--- config.mk ---
export PLATFORM = sky130hd
export DESIGN_NAME = imem_load_ctrl
export DESIGN_NICKNAME = d
export VERILOG_FILES = /design/src/rtl/imem_load_ctrl.sv
export SDC_FILE = /design/constraint.sdc
export NUM_CORES = 1
export LEC_CHECK = 0
export CAP_MARGIN = 10
export CORE_AREA = 8 8 131 133
export CTS_CLUSTER_DIAMETER = 40
export CTS_CLUSTER_SIZE = 25
export DETAILED_ROUTE_END_ITERATION = 10
export DIE_AREA = 0 0 139 141
export GPL_TIMING_DRIVEN = 1
export PLACE_DENSITY = 0.55
export SYNTH_ARGS = -nofsm -noshare
export SYNTH_HDL_FRONTEND = slang
export SYNTH_SLANG_ARGS = --single-unit
--- constraint.sdc ---
create_clock -name clk -period 3.97 [get_ports clk]
set_clock_uncertainty 0.2 [all_clocks]
set_input_delay 0.794 -clock clk [delete_from_list [all_inputs] [get_ports clk]]
set_output_delay 0.794 -clock clk [all_outputs]
set_load 0.02 [all_outputs]
--- src/rtl/imem_load_ctrl.sv ---
// rtl/imem_load_ctrl.sv - serial program loader and fetch port for a 32-bit instruction memory
// A little-endian word count header is followed by that many words, then the core is released.
module imem_load_ctrl #(
  parameter int DEPTH_WORDS = 32
) (
  input  logic        clk,
  input  logic        rst,
  input  logic [7:0]  rx_data,
  input  logic        rx_valid,
  output logic        rx_ready,
  input  logic        fetch_req,
  input  logic [31:0] fetch_addr,
  output logic [31:0] fetch_instr,
  output logic        fetch_valid,
  output logic        core_start,
  output logic        loading,
  output logic        load_err,
  output logic        mem_we,
  output logic        mem_en,
  output logic [31:0] mem_addr,
  output logic [31:0] mem_din,
  input  logic [31:0] mem_dout
);

  typedef enum logic [1:0] {S_HDR, S_LOAD, S_RUN, S_ERR} state_t;

  localparam logic [31:0] DEPTH_W = 32'(DEPTH_WORDS);

  state_t      state_q, state_d;
  logic        active_q;
  logic [1:0]  byte_cnt_q, byte_cnt_d;
  logic [31:0] word_q, word_d;
  logic [31:0] word_count_q, word_count_d;
  logic [5:0]  wr_ptr_q, wr_ptr_d;
  logic        wr_pend_q, wr_pend_d;
  logic        core_start_q, core_start_d;
  logic        fetch_valid_q, fetch_valid_d;
  logic        accept;
  logic [31:0] full_word;

  // active_q holds the byte interface closed until the first edge after reset release
  assign rx_ready    = active_q && (state_q == S_HDR || state_q == S_LOAD);
  assign loading     = rx_ready;
  assign load_err    = (state_q == S_ERR);
  assign accept      = rx_valid && rx_ready;
  assign full_word   = {rx_data, word_q[23:0]};
  assign core_start  = core_start_q;
  assign fetch_valid = fetch_valid_q;
  assign fetch_instr = fetch_valid_q ? mem_dout : 32'd0;

  always_ff @(posedge clk or negedge rst) begin
    if (!rst) begin
      state_q       <= S_HDR;
      active_q      <= 1'b0;
      byte_cnt_q    <= 2'd0;
      word_q        <= 32'd0;
      word_count_q  <= 32'd0;
      wr_ptr_q      <= 6'd0;
      wr_pend_q     <= 1'b0;
      core_start_q  <= 1'b0;
      fetch_valid_q <= 1'b0;
    end else begin
      state_q       <= state_d;
      active_q      <= 1'b1;
      byte_cnt_q    <= byte_cnt_d;
      word_q        <= word_d;
      word_count_q  <= word_count_d;
      wr_ptr_q      <= wr_ptr_d;
      wr_pend_q     <= wr_pend_d;
      core_start_q  <= core_start_d;
      fetch_valid_q <= fetch_valid_d;
    end
  end

  always_comb begin
    state_d      = state_q;
    byte_cnt_d   = byte_cnt_q;
    word_d       = word_q;
    word_count_d = word_count_q;
    wr_ptr_d     = wr_ptr_q;
    wr_pend_d    = 1'b0;
    mem_we       = 1'b0;
    mem_en       = 1'b0;
    mem_addr     = 32'd0;
    mem_din      = 32'd0;

    if (accept) begin
      byte_cnt_d = byte_cnt_q + 2'd1;
      word_d[{byte_cnt_q, 3'b000} +: 8] = rx_data;
    end

    // word_q still holds the completed word during its write cycle; the next byte lands at its end
    if (wr_pend_q) begin
      mem_we   = 1'b1;
      mem_en   = 1'b1;
      mem_addr = {24'd0, wr_ptr_q, 2'b00};
      mem_din  = word_q;
      wr_ptr_d = wr_ptr_q + 6'd1;
      if ({26'd0, wr_ptr_q} == word_count_q - 32'd1) begin
        state_d = S_RUN;
      end
    end

    if (accept && byte_cnt_q == 2'd3) begin
      case (state_q)
        S_HDR: begin
          word_count_d = full_word;
          wr_ptr_d     = 6'd0;
          if (full_word == 32'd0) begin
            state_d = S_RUN;
          end else if (full_word > DEPTH_W) begin
            state_d = S_ERR;
          end else begin
            state_d = S_LOAD;
          end
        end
        S_LOAD:  wr_pend_d = 1'b1;
        default: ;
      endcase
    end

    if (state_q == S_RUN) begin
      mem_en   = fetch_req;
      mem_addr = fetch_addr;
    end

    core_start_d  = (state_d == S_RUN) && (state_q != S_RUN);
    fetch_valid_d = (state_q == S_RUN) && fetch_req;
  end

endmodule
# After elaboration in Yosys (flattened, before gate mapping)
# Cells that the tools add are included.
[word_totals] ff_bits=78 inputBits=76 out_inout_bits=103 elab_cells=50
[classes] n_addsub=4 order_cmp=1 n_eq_ne=7 shifts=2 muxes=18 reduce_logical=9
[op_table] operator="$mux 32" count=3
[op_table] operator="$bwmux 32" count=1
[op_table] operator="$eq 6x32->1" count=1
[op_table] operator="$gt 32x6->1 const B" count=1
[op_table] operator="$logic_not 32->1" count=1
[op_table] operator="$shift 8x7->32 const A" count=1
[op_table] operator="$shiftx 8x7->32" count=1
[op_table] operator="$sub 32x1->32 const B" count=1
[op_table] operator="$mux 6" count=3
[op_table] operator="$mux 2" count=6
[op_table] operator="$eq 2x2->1 const B" count=4
[op_table] operator="$mux 8" count=1
[op_table] operator="$neg 5->7" count=1
[op_table] operator="$add 6x1->6 const B" count=1
[op_table] operator="$logic_and 1x1->1" count=5
[op_table] operator="$mux 1" count=4
[op_table] operator="$add 2x1->2 const B" count=1
[op_table] operator="$eq 2x1->1 const B" count=1
[op_table] operator="$logic_not 2->1" count=1
[op_table] operator="$ne 2x2->1 const B" count=1
[op_table] operator="$reduce_and 2->1" count=1
[op_table] operator="$logic_or 1x1->1" count=1

# Logic depth before layout (Yosys ltp)
[logic_depth] depth_word=8 depth_mapped=9 depth_no_buf=9

# Least setup slack after synthesis
# Ideal clock, no wire load.
[synth_path] kind="reg2reg" from="register word_count_q[13]" to="register state_q[0]" arrival_ns=2.435 required_ns=3.649 path_slack_ns=1.214 path_stages_with_launch=9 n_path_buf=1 period_less_slack_ns=2.756 cell_sequence="dfrtp_1 or4_4 or4_4 buf_6 nor4_1 xor2_1 a211oi_1 nand4_2 a22o_1"
[synth_via] elab_chain_cells=6
[synth_lines] item="from (decl)" line_no="33" text="logic [31:0] word_count_q, word_count_d;"
[synth_lines] item="from (signal assigned)" line_no="67" text="word_count_q <= word_count_d;"
[synth_lines] item="$sub 32x1->32 *" line_no="99" text="if ({26'd0, wr_ptr_q} == word_count_q - 32'd1) begin"
[synth_lines] item="$eq 6x32->1 *" line_no="99"
[synth_lines] item="$mux 2 *" line_no="99"
[synth_lines] item="$mux 2 *" line_no="93" text="if (wr_pend_q) begin"
[synth_lines] item="$mux 2" line_no="105" text="case (state_q)"
[synth_lines] item="$mux 2 *" line_no="104" text="if (accept && byte_cnt_q == 2'd3) begin"
[synth_lines] item="net state_d[0]" line_no="29" text="state_t state_q, state_d;"
[synth_lines] item="to (signal assigned)" line_no="63" text="state_q <= state_d;"
[synth_lines] item="to (decl)" line_no="29"
# The timed path passes the listed nets; every way through them passes the cells marked *.
# A chain may end at the register's enable or synchronous reset.

# Final worst setup path
[layout_path] from="register state_q[1]" to="output port mem_addr[23]"
[layout_via] elab_chain_cells=2
[layout_lines] item="$eq 2x2->1" line_no="122" text="if (state_q == S_RUN) begin"
[layout_lines] item="$mux 32" line_no="122"
[layout_lines] item="to (decl)" line_no="20" text="output logic [31:0] mem_addr,"
# Every way passes these cells.

==> impl_results.md <==
- Max-slew violations: 0
- Global-route usage over all layers: ~16%
- H-tree depth: 3
- Starting density of the core: 29.40%
- Yosys Warn Count: 0
- Syn avg cell area: just over 9 µm²
- Clock transition at path regs: approximately 0.060 ns
- Worst-path maximum fanout: 25
- Postcts setup bufs: 0
- Routed WL per cell: 18.61 µm
- Tmin final: 3.379 ns
- First-pass GRT wire length: roughly 24000 µm
- Reg2reg setup slack: between 0.8 and 0.9 ns
- Vias in the first global route: roughly 4000
- Post-synthesis net count: approximately 570
- Fillers: about 1400
- Maximum number of pins on one net before global-route repair: a little under 80
- Worst r2r dst: state_q[0]$_DFF_PN0_
- Port-buffer cells: between 150 and 200
- Boundary Pins: 179
- Setup ws final: slightly below 0.6 ns
- Initial antenna violation count: 0
- Fin crit share: a little under nine tenths
- Post-synth cell types: 47
- Headroom to the max-slew limit: between 30% and 40%
- Core Rows: 45
- Dpl ws: between 0.6 and 0.7 ns
- Path depth of the worst reg2reg path: 7
- Layout area overhead: 52.91%
- RSZ-0062 raised after global routing: false
- Clock root buffer: clkbuf_16
- Worst stage delay on the critical path: between 0.6 and 0.7 ns
- Kind of end point of the critical path: output pin
- Vias: slightly below 4000
- Design Power: ~2.0 mW
- Status: complete, no violations
- Num CTS Buffers: 9
- Ys flop type: dfrtp_1
- Max Clk Rate: 296.0 MHz
- Setup violations, final: 0
- Crit-path cells: inv_1, nor2_2, buf_4, and2_1, clkdlybuf4s50_1
- Die height: approximately 140 µm
- PwrDens: around 300 nW/µm²
- Die width: between 100 and 150 µm
- Max Buffers Root-to-Sink: 2
- Post-cts hold buffer count: 0
- Cells after synthesis: approximately 480
- Register area: 1952 µm²
- Antenna Cells: 0
- Fin. Hold Viols: 0
- 1st-iter DRT viols: roughly 230
- DR pass1 iterations: 5
- Worst Setup SP: state_q[1]$_DFF_PN0_
- Max IR drop VDD: roughly 0.00020 V
- Ys async rst share: 100.0%
- Total negative slack: 0 ns
- GP Congestion: approximately 0.83
- Clk Latency, worst-skew pair: 0.33 ns
- Worst Setup Start Kind: register
- Floorplan Core Area: between 10000 and 15000 µm²
- Total Nets Final: between 700 and 800
- Setup CP Type: register to output pin
- Worst Hold Class: register to register
- Grt total ovfl: 0
- Max Cap Viol: 0
- Via density: approximately 4.7
- Number of synthesized flops with an enable pin: 0
- Routed Antenna Nets: 0
- CTS tree: built
- Layout cells sized above 1: under 10%
- Final core occ: between 40% and 50%
- Area of the multi-input gates: 2336 µm²
- WP data required: approximately 3.0 ns
- Num Clock Sinks: 78
- Crit path to: mem_addr[23]
- Mapped cell area: around 4400 µm²
- Drc violations: 0
- Post-CTS Resized: 0
- Worst reg2reg startpoint: word_count_q[4]$_DFFE_PN0P_
- DP HPWL: between 10000 and 15000 µm
- Register area share after synthesis: between 40% and 50%
- Overall routed net length: about 16000 µm
- Crit path arrival time: between 2 and 2.5 ns
- #FFs+latches synth: 78
- Slew of the pin with the lowest slew margin: slightly above 1 ns
- Leak: roughly 2.9 nW
- DIE AREA: around 20000 µm²
- Worst-path cell with the longest stage delay: clkdlybuf4s50_1
-- logic make-up (layout without fill, tap and decap cells) --
group	after synthesis	after routing	share of synthesized area, %
buffers and inverters	28	206	2.671
AOI/OAI and AO/OA	62	62	8.014
muxes	34	34	8.667
DFF	78	78	44.33
xor gates and xnor gates	16	16	3.183
other	1	1	0.08517
adders and majority gates	8	8	2.273
and+or+nand+nor	254	254	30.78
-- metal layers --
layer	vias up	global-route usage (%)	share of wire [%]
li1	1977	-	-
met1	1910	19.78	45
met2	73	27.34	52
met3	7	2.498	2.5
met4	0	2.831	0.73
met5	-	0	0
-- report_power, final --
group	internal [mW]	switching, mW
combinational	0.138	0.110
sequential	0.796	0.00345
clock	0.678	0.314
-- placed cells by master (no fill, tap or decap), drive strengths merged, types with 8 or more instances in the layout --
cell type	n
dfrtp	78
nand2	87
and2	94
clkdlybuf4s50	177
clkbuf	10
mux2	33
o21ai	45
nor3	11
nor2	19
xnor2	9
ha	8
nor4	12
-- state kept, by name, summed over array words and instances (netlist names) --
register      flops
active_q          1
byte_cnt_q        2
core_start        1
fetch_valid       1
state_q           2
word_count_q     32
word_q           32
wr_pend_q         1
wr_ptr_q          6
-- synthesized netlist by cell type (2+ instances only) --
library cell  instances  area share, %
clkbuf_1             18            1.5
dfrtp_1              78             44
and3_1                2           0.28
inv_1                 6           0.51
nand2_1              87            7.4
xnor2_1               9            1.8
ha_1                  8            2.3
and2_1               94             13
mux2_2               33            8.4
nor4_1               12            1.7
nand3_1               4           0.45
nand4b_1              2           0.40
o41ai_1               2           0.40
nor2_1               19            1.6
or3_1                 2           0.28
nand3b_1              2           0.34
nor3_1               10            1.1
nand4_1               5           0.71
o21ai_1               2           0.23
a21oi_1               3           0.34
a31oi_1               4           0.57
nor3b_1               5           0.85
o21ai_0              43            4.9
or4_4                 2           0.51
xor2_1                7            1.4
-- cell type report --
class / count / area share, %
Sequential cell: 78 / 28.99
Multi-Input combinational cell: 375 / 34.70
Timing Repair Buffer: 184 / 27.10
Inverter: 6 / 0.3345
Clock inverter: 6 / 1.988
Tap cell: 188 / 3.494
Clock buffer: 10 / 3.401
-- how the worst min path moves through the flow --
stage,startpoint,endpoint,depth (start not counted)
after floorplan,word_q[30]$_DFFE_PN0P_,word_q[30]$_DFFE_PN0P_,2
after global placement,word_q[29]$_DFFE_PN0P_,word_q[29]$_DFFE_PN0P_,2
after detailed placement,word_q[29]$_DFFE_PN0P_,word_q[29]$_DFFE_PN0P_,2
after CTS,word_q[29]$_DFFE_PN0P_,word_q[29]$_DFFE_PN0P_,2
after global routing,word_q[29]$_DFFE_PN0P_,word_q[29]$_DFFE_PN0P_,2
final,word_q[25]$_DFFE_PN0P_,word_q[25]$_DFFE_PN0P_,2
-- worst max-delay path, delay by kind of cell (launching register included) --
| family | cells | cell delay, ns |
|---|---|---|
| AND/OR/NAND/NOR | 2 | 0.63 |
| flip-flops | 1 | 0.38 |
| buffers and inverters | 3 | 1.05 |
-- per-stage QoR --
step / cell area [µm²] / instances / hold WS [ns]
2_1_floorplan: 4403 / 481 / 0.2418
3_3_place_gp: 6370 / 831 / 0.2827
3_5_place_dp: 6370 / 831 / 0.2703
4_1_cts: 6733 / 847 / 0.2946
5_1_grt: 6733 / 847 / 0.3101
6_report: 6733 / 847 / 0.2944
(Power assumes the default switching activity.)
